==> config.mk <==
export PLATFORM = sky130hd
export DESIGN_NAME = ad7606_frame_packer
export DESIGN_NICKNAME = d
export VERILOG_FILES = /design/src/rtl/ad7606_frame_packer.sv
export SDC_FILE = /design/constraint.sdc
export NUM_CORES = 1
export LEC_CHECK = 0
export CAP_MARGIN = 15
export CORE_UTILIZATION = 55
export CTS_BUF_LIST = sky130_fd_sc_hd__clkbuf_8 sky130_fd_sc_hd__clkbuf_16
export DETAILED_ROUTE_END_ITERATION = 12
export PLACE_DENSITY = 0.83
export SLEW_MARGIN = 5
export SYNTH_ARGS = -nofsm -noshare
export SYNTH_HDL_FRONTEND = slang
export SYNTH_SLANG_ARGS = --single-unit
==> constraint.sdc <==
create_clock -name clk -period 12.3 [get_ports clk]
set_input_delay 3.075 -clock clk [delete_from_list [all_inputs] [get_ports clk]]
set_output_delay 3.075 -clock clk [all_outputs]
set_load 0.02 [all_outputs]
==> src/rtl/ad7606_frame_packer.sv <==
// ad7606_frame_packer
// Captures complete 8-channel AD7606 conversion frames into a two-slot
// ping-pong buffer and streams each one out as a packet:
//   HEADER, sequence number, enabled channel samples (ascending order).
// Frames arriving while both slots are full are dropped and counted.
module ad7606_frame_packer #(
    parameter int DATA_W = 16
) (
    input  logic              clk,
    input  logic              rst,
    input  logic              frame_valid,
    input  logic [DATA_W-1:0] ad_ch1,
    input  logic [DATA_W-1:0] ad_ch2,
    input  logic [DATA_W-1:0] ad_ch3,
    input  logic [DATA_W-1:0] ad_ch4,
    input  logic [DATA_W-1:0] ad_ch5,
    input  logic [DATA_W-1:0] ad_ch6,
    input  logic [DATA_W-1:0] ad_ch7,
    input  logic [DATA_W-1:0] ad_ch8,
    input  logic [7:0]        ch_en,
    output logic [DATA_W-1:0] out_data,
    output logic              out_valid,
    input  logic              out_ready,
    output logic              out_last,
    output logic [15:0]       overflow_cnt,
    output logic              busy
);

    localparam logic [DATA_W-1:0] HEADER = DATA_W'(16'hA55A);

    localparam logic [1:0] S_IDLE = 2'd0;
    localparam logic [1:0] S_HDR  = 2'd1;
    localparam logic [1:0] S_SEQ  = 2'd2;
    localparam logic [1:0] S_CH   = 2'd3;

    // Index of the lowest set bit; only meaningful for a non-zero mask.
    function automatic logic [2:0] lowest_set(input logic [7:0] m);
        logic [2:0] r;
        r = 3'd0;
        for (int i = 7; i >= 0; i--) begin
            if (m[i]) r = 3'(i);
        end
        return r;
    endfunction

    // Counter increment that sticks at all-ones instead of wrapping.
    function automatic logic [15:0] sat_inc16(input logic [15:0] v);
        return (v == 16'hFFFF) ? v : v + 16'd1;
    endfunction

    // Frame storage: two slots, each with samples, mask and sequence number.
    logic [DATA_W-1:0] slot_data [2][8];
    logic [7:0]        slot_en   [2];
    logic [15:0]       slot_seq  [2];

    logic [DATA_W-1:0] samples [8];

    // Control state
    logic [1:0]  state;
    logic [2:0]  ch_idx;
    logic [7:0]  rem_mask;     // enabled channels not yet emitted
    logic [1:0]  occ;
    logic        wr_ptr;
    logic        rd_ptr;
    logic [15:0] seq;

    // Next-state signals
    logic              hs;
    logic              accept;
    logic              drop;
    logic              release_slot;
    logic [7:0]        cur_en;
    logic [1:0]        state_n;
    logic [2:0]        ch_idx_n;
    logic [7:0]        rem_mask_n;
    logic [DATA_W-1:0] data_n;
    logic              valid_n;
    logic              last_n;
    logic [1:0]        occ_n;

    // Gather the channel inputs into an indexable array.
    always_comb begin
        samples[0] = ad_ch1;
        samples[1] = ad_ch2;
        samples[2] = ad_ch3;
        samples[3] = ad_ch4;
        samples[4] = ad_ch5;
        samples[5] = ad_ch6;
        samples[6] = ad_ch7;
        samples[7] = ad_ch8;
    end

    // Packet sequencing, buffer bookkeeping and next output word.
    always_comb begin
        hs           = out_valid && out_ready;
        // Capture decisions use the registered occupancy: a slot freed by
        // this cycle's last-word handshake is not yet available.
        accept       = frame_valid && (occ != 2'd2);
        drop         = frame_valid && (occ == 2'd2);
        cur_en       = slot_en[rd_ptr];
        release_slot = 1'b0;
        state_n      = state;
        ch_idx_n     = ch_idx;
        rem_mask_n   = rem_mask;
        data_n       = out_data;
        valid_n      = out_valid;
        last_n       = out_last;

        case (state)
            S_IDLE: begin
                // A frame written this cycle is already readable next cycle,
                // so the header can go out without waiting for occ to update.
                if ((occ != 2'd0) || accept) begin
                    state_n = S_HDR;
                    data_n  = HEADER;
                    valid_n = 1'b1;
                    last_n  = 1'b0;
                end
            end
            S_HDR: begin
                if (hs) begin
                    state_n = S_SEQ;
                    data_n  = DATA_W'(slot_seq[rd_ptr]);
                    last_n  = (cur_en == 8'd0);
                end
            end
            S_SEQ: begin
                if (hs) begin
                    if (cur_en == 8'd0) begin
                        release_slot = 1'b1;
                    end else begin
                        state_n    = S_CH;
                        ch_idx_n   = lowest_set(cur_en);
                        rem_mask_n = cur_en & ~(8'd1 << ch_idx_n);
                        data_n     = slot_data[rd_ptr][ch_idx_n];
                        last_n     = (rem_mask_n == 8'd0);
                    end
                end
            end
            S_CH: begin
                if (hs) begin
                    if (rem_mask == 8'd0) begin
                        release_slot = 1'b1;
                    end else begin
                        ch_idx_n   = lowest_set(rem_mask);
                        rem_mask_n = rem_mask & ~(8'd1 << ch_idx_n);
                        data_n     = slot_data[rd_ptr][ch_idx_n];
                        last_n     = (rem_mask_n == 8'd0);
                    end
                end
            end
            default: begin
                state_n = S_IDLE;
                valid_n = 1'b0;
                last_n  = 1'b0;
            end
        endcase

        // Finishing a packet: chain straight into the next header when the
        // other slot holds a frame (including one captured this cycle).
        if (release_slot) begin
            if ((occ == 2'd2) || accept) begin
                state_n = S_HDR;
                data_n  = HEADER;
                valid_n = 1'b1;
                last_n  = 1'b0;
            end else begin
                state_n = S_IDLE;
                valid_n = 1'b0;
                last_n  = 1'b0;
            end
        end

        occ_n = occ + {1'b0, accept} - {1'b0, release_slot};
    end

    // Control and output registers.
    always_ff @(posedge clk) begin
        if (rst) begin
            state        <= S_IDLE;
            ch_idx       <= 3'd0;
            rem_mask     <= 8'd0;
            occ          <= 2'd0;
            wr_ptr       <= 1'b0;
            rd_ptr       <= 1'b0;
            seq          <= 16'd0;
            overflow_cnt <= 16'd0;
            out_data     <= '0;
            out_valid    <= 1'b0;
            out_last     <= 1'b0;
            busy         <= 1'b0;
        end else begin
            state     <= state_n;
            ch_idx    <= ch_idx_n;
            rem_mask  <= rem_mask_n;
            occ       <= occ_n;
            out_data  <= data_n;
            out_valid <= valid_n;
            out_last  <= last_n;
            busy      <= valid_n || (occ_n != 2'd0);
            if (frame_valid) seq <= seq + 16'd1;
            if (drop)         overflow_cnt <= sat_inc16(overflow_cnt);
            if (accept)       wr_ptr <= ~wr_ptr;
            if (release_slot) rd_ptr <= ~rd_ptr;
        end
    end

    // Slot payload storage; contents are only read while the slot is occupied.
    always_ff @(posedge clk) begin
        if (accept) begin
            for (int k = 0; k < 8; k++) begin
                slot_data[wr_ptr][k] <= samples[k];
            end
            slot_en[wr_ptr]  <= ch_en;
            slot_seq[wr_ptr] <= seq;
        end
    end

endmodule

# After elaboration in Yosys (flattened, before gate mapping)
# Memories as Yosys holds them, arrays and structs flattened. A register that Yosys moved wholly into a read port is not among the register bits.
# Cells that the tools add are included.
[word_totals] regBits=65 mem_bits_rw=304 inputBits=140 out_inout_bits=35 mem_count=3
[op_classes] n_addsub=4 magnitude_cmp=2 n_eq_ne=16 n_shift=2 n_mux=73 bitwise_logic=9 n_reduce_logical=20
[mem_list] name="slot_data" depth=2 word_bits=128 read_ports=1 rd_ports_with_merged_regs=1 wr=1 line="52" text="logic [DATA_W-1:0] slot_data [2][8];"
[mem_list] name="slot_seq" depth=2 word_bits=16 read_ports=1 rd_ports_with_merged_regs=1 wr=1 line="54" text="logic [15:0] slot_seq [2];"
[mem_list] name="slot_en" depth=2 word_bits=8 read_ports=1 rd_ports_with_merged_regs=1 wr=1 line="53" text="logic [7:0] slot_en [2];"
[ops] cell="2-to-1 mux 16 bit" count=12
[ops] cell="binary-select mux 16 bit (select 3 bit)" count=2
[ops] cell="2-to-1 mux 3 bit" count=22
[ops] cell="one-hot mux 16 bit (4 select lines)" count=1
[ops] cell="adder 16 x 1 -> 16 bit (second input constant)" count=2
[ops] cell="zero test 8 bit" count=4
[ops] cell="2-to-1 mux 8 bit" count=4
[ops] cell="2-to-1 mux 1 bit" count=23
[ops] cell="bitwise AND 8 bit" count=2
[ops] cell="== test 16 bit (second input constant)" count=1
[ops] cell="inverter 8 bit" count=2
[ops] cell="one-hot mux 8 bit (2 select lines)" count=1
[ops] cell="<< shifter 1 x 3 -> 8 bit (first input constant)" count=2
[ops] cell="inequality test 2 bit (second input constant)" count=7
[ops] cell="inequality test 3 bit (second input constant)" count=4
[ops] cell="2-to-1 mux 2 bit" count=5
[ops] cell="AND reduction 5 bit" count=2
[ops] cell=">= comparator 4 bit (second input constant)" count=2
[ops] cell="inverter 3 -> 4 bit" count=2
[ops] cell="== test 2 bit (second input constant)" count=3
[ops] cell="one-hot mux 2 bit (3 select lines)" count=1
[ops] cell="AND reduction 6 bit" count=1
[ops] cell="nonzero test 2 bit" count=3
[ops] cell="one-hot mux 1 bit (4 select lines)" count=1
[ops] cell="11 further kinds" count=17

# Depth between registers and ports, before layout
[depth] ltp_word=20 ltp_mapped=14 mapped_depth_nobuf=12

# Worst setup path after synthesis
# Ideal clock, no wire load.
[synth_timing] kind="in2reg" startpoint="in frame_valid" endpoint="mem slot_data[0][0] (netlist bit) (enable)" arrival_ps=9828 path_slack_ps=1805 cell_stages=3 cell_sequence="clkbuf_1 -> nand2_1 -> nor2_1"
[synth_between] elab_chain_len=3
[synth_lines] item="from (decl)" line="11" text="input logic frame_valid,"
[synth_lines] item="logical AND 1 bit" line="98" text="accept = frame_valid && (occ != 2'd2);"
[synth_lines] item="2-to-1 mux 1 bit" line="210" text="if (accept) begin"
[synth_lines] item="2-to-1 mux 1 bit (implied by the code)" line="212" text="slot_data[wr_ptr][k] <= samples[k];"
[synth_lines] item="to (decl)" line="52"
# No other way between the ends.

# Final worst setup path
[layout_timing] startpoint="in frame_valid" endpoint="mem slot_data[1][3] (netlist bit) (enable)"
# The elaborated chain is that of the path after synthesis.

==> load_flow_metrics.sql <==
INSERT INTO impl_metrics (metric_group, metric, value, unit) VALUES
('run_status', 'status', 'completed', ''),
('floorplanning', 'fp.coreArea', '0.0299', 'sq mm'),
('sta', 'final.min_clock_period', '5.71', 'ns'),
('synth', 'synth-edff-count', '304', ''),
('final_layout', 'final.fill_count', '2011', ''),
('clock_tree', 'clkLatencyLatePin', '0.53', 'ns'),
('synth', 'synth_cells', '1224', ''),
('sta', 'slew_violations', '0', ''),
('routing', 'dr.pass1.iters', '6', ''),
('critical_path', 'cp.arrival', '5.86', 'ns'),
('global_routing', 'grt.overflow.total', '0', ''),
('synth', 'post_synth.cell_area_avg', '13.8', 'sq um'),
('clock_tree', 'clk_root_buffer_cell', 'sky130_fd_sc_hd__clkbuf_16', ''),
('sta', 'grt_setup_unrepaired', 'false', ''),
('floorplanning', 'dieWidth', '177', 'um'),
('critical_path', 'worstSetupStartpoint', 'frame_valid', ''),
('global_routing', 'grt_pass1_vias', '11596', ''),
('pwr', 'p_leak', '0.00663', 'uW'),
('global_routing', 'grt_antenna_before_repair', '1', ''),
('final_layout', 'multi_input_gate_area', '0.00608', 'sq mm'),
('placement', 'dp_hpwl', '29000', 'um'),
('global_routing', 'grt_max_degree', '81', ''),
('pwr', 'fin_total_pwr', '3280', 'uW'),
('clock_tree', 'tritoncts_clock_tree', 'built', ''),
('clock_tree', 'ctsLongestPathBuffers', '3', ''),
('synth', 'yosys_warnings', '0', ''),
('critical_path', 'path_max_fanout', '80', ''),
('sta', 'final-hold-violation-count', '0', ''),
('floorplanning', 'floorplan.io_pins', '175', ''),
('critical_path', 'setup.worst_path.class', 'input pin to flop', ''),
('routing', 'drt_iter0_markers', '1781', ''),
('clock_tree', 'cts_made_buffers', '38', ''),
('floorplanning', 'die_y', '177', 'um'),
('routing', 'drc_errors', '0', ''),
('pwr', 'power-per-cell-area', '163', 'mW/mm^2'),
('sta', 'slew_headroom', '0.177', ''),
('critical_path', 'setup.worst_path.start_class', 'input pin', ''),
('synth', 'async_reset_ff_frac', '0', ''),
('worst_hold_path', 'hp-start', 'seq[15]', ''),
('routing', 'routed_via_density', '6.66', ''),
('worst_hold_path', 'worst_hold_path_stage_count', '0', ''),
('synth', 'synth_ff_type', 'sky130_fd_sc_hd__edfxtp_1', ''),
('synth', 'synth_seq_cells', '370', ''),
('floorplanning', 'standard_cell_row_count', '63', ''),
('synth', 'yosysUniqueCellTypes', '74', ''),
('synth', 'postSynthNetCount', '1372', ''),
('clock_tree', 'cts_clock_pin_slew_for_the_worst_setup_and_hold_paths', '0.06', 'ns'),
('routing', 'drt-wirelength-per-cell', '24.3', 'um'),
('clock_tree', 'clock_tree.htree_level_count', '2', ''),
('critical_path', 'worstPathRequired', '12.44', 'ns'),
('routing', 'postRouteWirelength', '43900', 'um'),
('clock_tree', 'post_cts_resize_count', '0', ''),
('placement', 'finalWeightedCongestion', '0.912', ''),
('final_layout', 'area.sequential', '0.0105', 'sq mm'),
('critical_path', 'worst_r2r_path_depth', '8', ''),
('worst_hold_path', 'min-delay-path-class', 'flop to flop', ''),
('synth', 'synth_area', '0.0169', 'sq mm'),
('global_routing', 'global_route_wire_length_before_repair', '66200', 'um'),
('floorplanning', 'start_util', '0.565', ''),
('job', 'drv_cap', '0', ''),
('sta', 'final.period_utilization', '0.465', ''),
('sta', 'slew_at_the_pin_with_the_worst_max_slew_slack', '1.23', 'ns'),
('pwr', 'worst_ir_drop_vdd', '114', 'uV'),
('clock_tree', 'clock_sinks', '370', ''),
('synth', 'synth_sequential_area_ratio', '0.620', ''),
('placement', 'port-buffer-count', '174', ''),
('critical_path', 'type_of_element_capturing_the_critical_path', 'flop', ''),
('sta', 'max_freq', '175', 'MHz'),
('final_layout', 'nNetsFinal', '1536', ''),
('routing', 'dr_total_vias', '12042', ''),
('final_layout', 'drive_gt1_frac', '0.130', ''),
('floorplanning', 'dieArea', '0.0314', 'sq mm'),
('routing', 'antenna_left', '0', ''),
('final_layout', 'diodes', '0', ''),
('sta', 'setup_viol', '0', ''),
('sta', 'final.setup_skew', '0.0117', 'ns'),
('final_layout', 'area_growth_syn_to_layout', '19.6', '%'),
('clock_tree', 'hold_buffers', '0', ''),
('sta', 'fin_tns_setup', '0', 'ns'),
('clock_tree', 'post-cts-setup-buffers', '0', ''),
('global_routing', 'globalRouteTotalUtil', '0.281', '');
power by group:
part           internal (uW)  switching, uW  total (uW)
clock                    625            465        1090
combinational            252            384         636
sequential              1490           65.5        1560
total                   2370            915        3280
cell type report:
class / instances / share of cell area
Timing Repair Buffer: 194 / 0.0936
Clock buffer: 40 / 0.0491
Multi-Input combinational cell: 766 / 0.301
Clock inverter: 30 / 0.0101
Inverter: 18 / 0.00335
Sequential cell: 370 / 0.518
Tap cell: 390 / 0.0242
state kept, by name, indices dropped and copies added, names as in the netlist, named ones only:
signal	cells
out_valid	1
slot_seq	32
out_data	16
state	2
seq	16
slot_data	256
busy	1
out_last	1
overflow_cnt	16
slot_en	16
rd_ptr	1
wr_ptr	1
occ	2
rem_mask	8
critical path, cell delays in order:
cell                              delay, ns
sky130_fd_sc_hd__clkdlybuf4s50_1       0.74
sky130_fd_sc_hd__and3_4                0.93
sky130_fd_sc_hd__buf_4                 0.96
cell usage after synthesis (5+ instances only):
cell	number	area share
sky130_fd_sc_hd__a211oi_1	12	0.0053
sky130_fd_sc_hd__a21o_1	6	0.0027
sky130_fd_sc_hd__a21oi_1	53	0.016
sky130_fd_sc_hd__a221oi_1	19	0.0099
sky130_fd_sc_hd__a22oi_1	9	0.0040
sky130_fd_sc_hd__a2bb2oi_1	5	0.0026
sky130_fd_sc_hd__a311oi_1	7	0.0036
sky130_fd_sc_hd__a31oi_1	5	0.0019
sky130_fd_sc_hd__and2_1	7	0.0026
sky130_fd_sc_hd__and3_1	14	0.0052
sky130_fd_sc_hd__buf_2	24	0.0071
sky130_fd_sc_hd__buf_4	5	0.0022
sky130_fd_sc_hd__clkbuf_1	40	0.0089
sky130_fd_sc_hd__dfxtp_1	66	0.078
sky130_fd_sc_hd__edfxtp_1	304	0.54
sky130_fd_sc_hd__ha_1	8	0.0059
sky130_fd_sc_hd__inv_1	17	0.0038
sky130_fd_sc_hd__mux2_2	41	0.027
sky130_fd_sc_hd__mux2i_1	66	0.039
sky130_fd_sc_hd__mux4_2	56	0.075
sky130_fd_sc_hd__nand2_1	60	0.013
sky130_fd_sc_hd__nand2b_1	9	0.0033
sky130_fd_sc_hd__nand3_1	29	0.0086
sky130_fd_sc_hd__nor2_1	122	0.027
sky130_fd_sc_hd__nor2b_1	7	0.0026
sky130_fd_sc_hd__nor3_1	19	0.0056
sky130_fd_sc_hd__nor3b_1	5	0.0022
sky130_fd_sc_hd__o211ai_1	10	0.0045
sky130_fd_sc_hd__o21a_1	7	0.0031
sky130_fd_sc_hd__o21ai_0	33	0.0098
sky130_fd_sc_hd__o221ai_1	19	0.0099
sky130_fd_sc_hd__o22ai_1	21	0.0078
sky130_fd_sc_hd__o31ai_1	9	0.0040
sky130_fd_sc_hd__or3_1	7	0.0026
sky130_fd_sc_hd__or4_1	5	0.0022
sky130_fd_sc_hd__xnor2_1	10	0.0052
sky130_fd_sc_hd__xor2_1	20	0.010
cell usage in the layout, fill, tap and decap left out, types with 5 or more instances in the layout:
cell type,synthesis,layout
sky130_fd_sc_hd__buf_4,5,20
sky130_fd_sc_hd__nor3b_1,5,5
sky130_fd_sc_hd__mux2i_1,66,66
sky130_fd_sc_hd__a221oi_1,19,19
sky130_fd_sc_hd__nand3_1,29,29
sky130_fd_sc_hd__clkinv_2,0,5
sky130_fd_sc_hd__or4_1,5,5
sky130_fd_sc_hd__or3_1,7,7
sky130_fd_sc_hd__mux4_2,56,56
sky130_fd_sc_hd__nand2_1,60,60
sky130_fd_sc_hd__a21o_1,6,6
sky130_fd_sc_hd__ha_1,8,8
sky130_fd_sc_hd__xnor2_1,10,10
sky130_fd_sc_hd__mux2_2,41,41
sky130_fd_sc_hd__a22oi_1,9,9
sky130_fd_sc_hd__xor2_1,20,20
sky130_fd_sc_hd__o22ai_1,21,21
sky130_fd_sc_hd__clkinv_1,1,8
sky130_fd_sc_hd__a21oi_1,53,52
sky130_fd_sc_hd__nand2b_1,9,9
sky130_fd_sc_hd__a311oi_1,7,7
sky130_fd_sc_hd__inv_1,17,29
sky130_fd_sc_hd__and3_1,14,13
sky130_fd_sc_hd__o31ai_1,9,9
sky130_fd_sc_hd__nor3_1,19,18
sky130_fd_sc_hd__o21ai_0,33,33
sky130_fd_sc_hd__clkdlybuf4s50_1,0,173
sky130_fd_sc_hd__o21a_1,7,7
sky130_fd_sc_hd__clkbuf_16,0,39
sky130_fd_sc_hd__a211oi_1,12,11
sky130_fd_sc_hd__o211ai_1,10,10
sky130_fd_sc_hd__and2_1,7,7
sky130_fd_sc_hd__nor2_1,122,121
sky130_fd_sc_hd__nor2b_1,7,7
sky130_fd_sc_hd__a2bb2oi_1,5,5
sky130_fd_sc_hd__o221ai_1,19,19
sky130_fd_sc_hd__edfxtp_1,304,304
sky130_fd_sc_hd__dfxtp_1,66,65
layer usage:
metal,vias up,share of wire,global-route usage
met5,-,0,0
met2,874,0.46,0.438
met3,155,0.11,0.0606
met1,5850,0.39,0.386
li1,5163,-,-
met4,0,0.039,0.108
kinds of logic (layout without fill, tap and decap cells):
| family | after synthesis | after routing | share of synthesized area |
|---|---|---|---|
| flops | 370 | 370 | 0.620 |
| simple gates | 304 | 304 | 0.0844 |
| compound gates | 259 | 259 | 0.109 |
| mux | 163 | 163 | 0.141 |
| buf+inv | 88 | 282 | 0.0229 |
| xor+xnor | 30 | 30 | 0.0156 |
| fa+ha+maj | 10 | 10 | 0.00712 |
stage by stage:
stage                util  setup WS (ns)  instance area, sq um  hold WS (ns)  cells
global placement    0.635           6.11                 19000         0.453   1737
finish              0.675           6.59                 20200         0.501   1808
CTS                 0.675           6.60                 20200         0.486   1807
detailed placement  0.635           6.06                 19000         0.472   1737
floorplan               -           1.81                 16900         0.445   1224
global route        0.675           6.41                 20200         0.500   1808
final timing paths:
path	end	slack [ns]
worst max-delay path	slot_data[1][3]	6.59
worst min-delay path	slot_seq[0][15]	0.50
worst max register to register	out_data[13]	7.94
worst min register to register	slot_seq[0][15]	0.50
No activity file was read; power rests on OpenSTA's default activity.
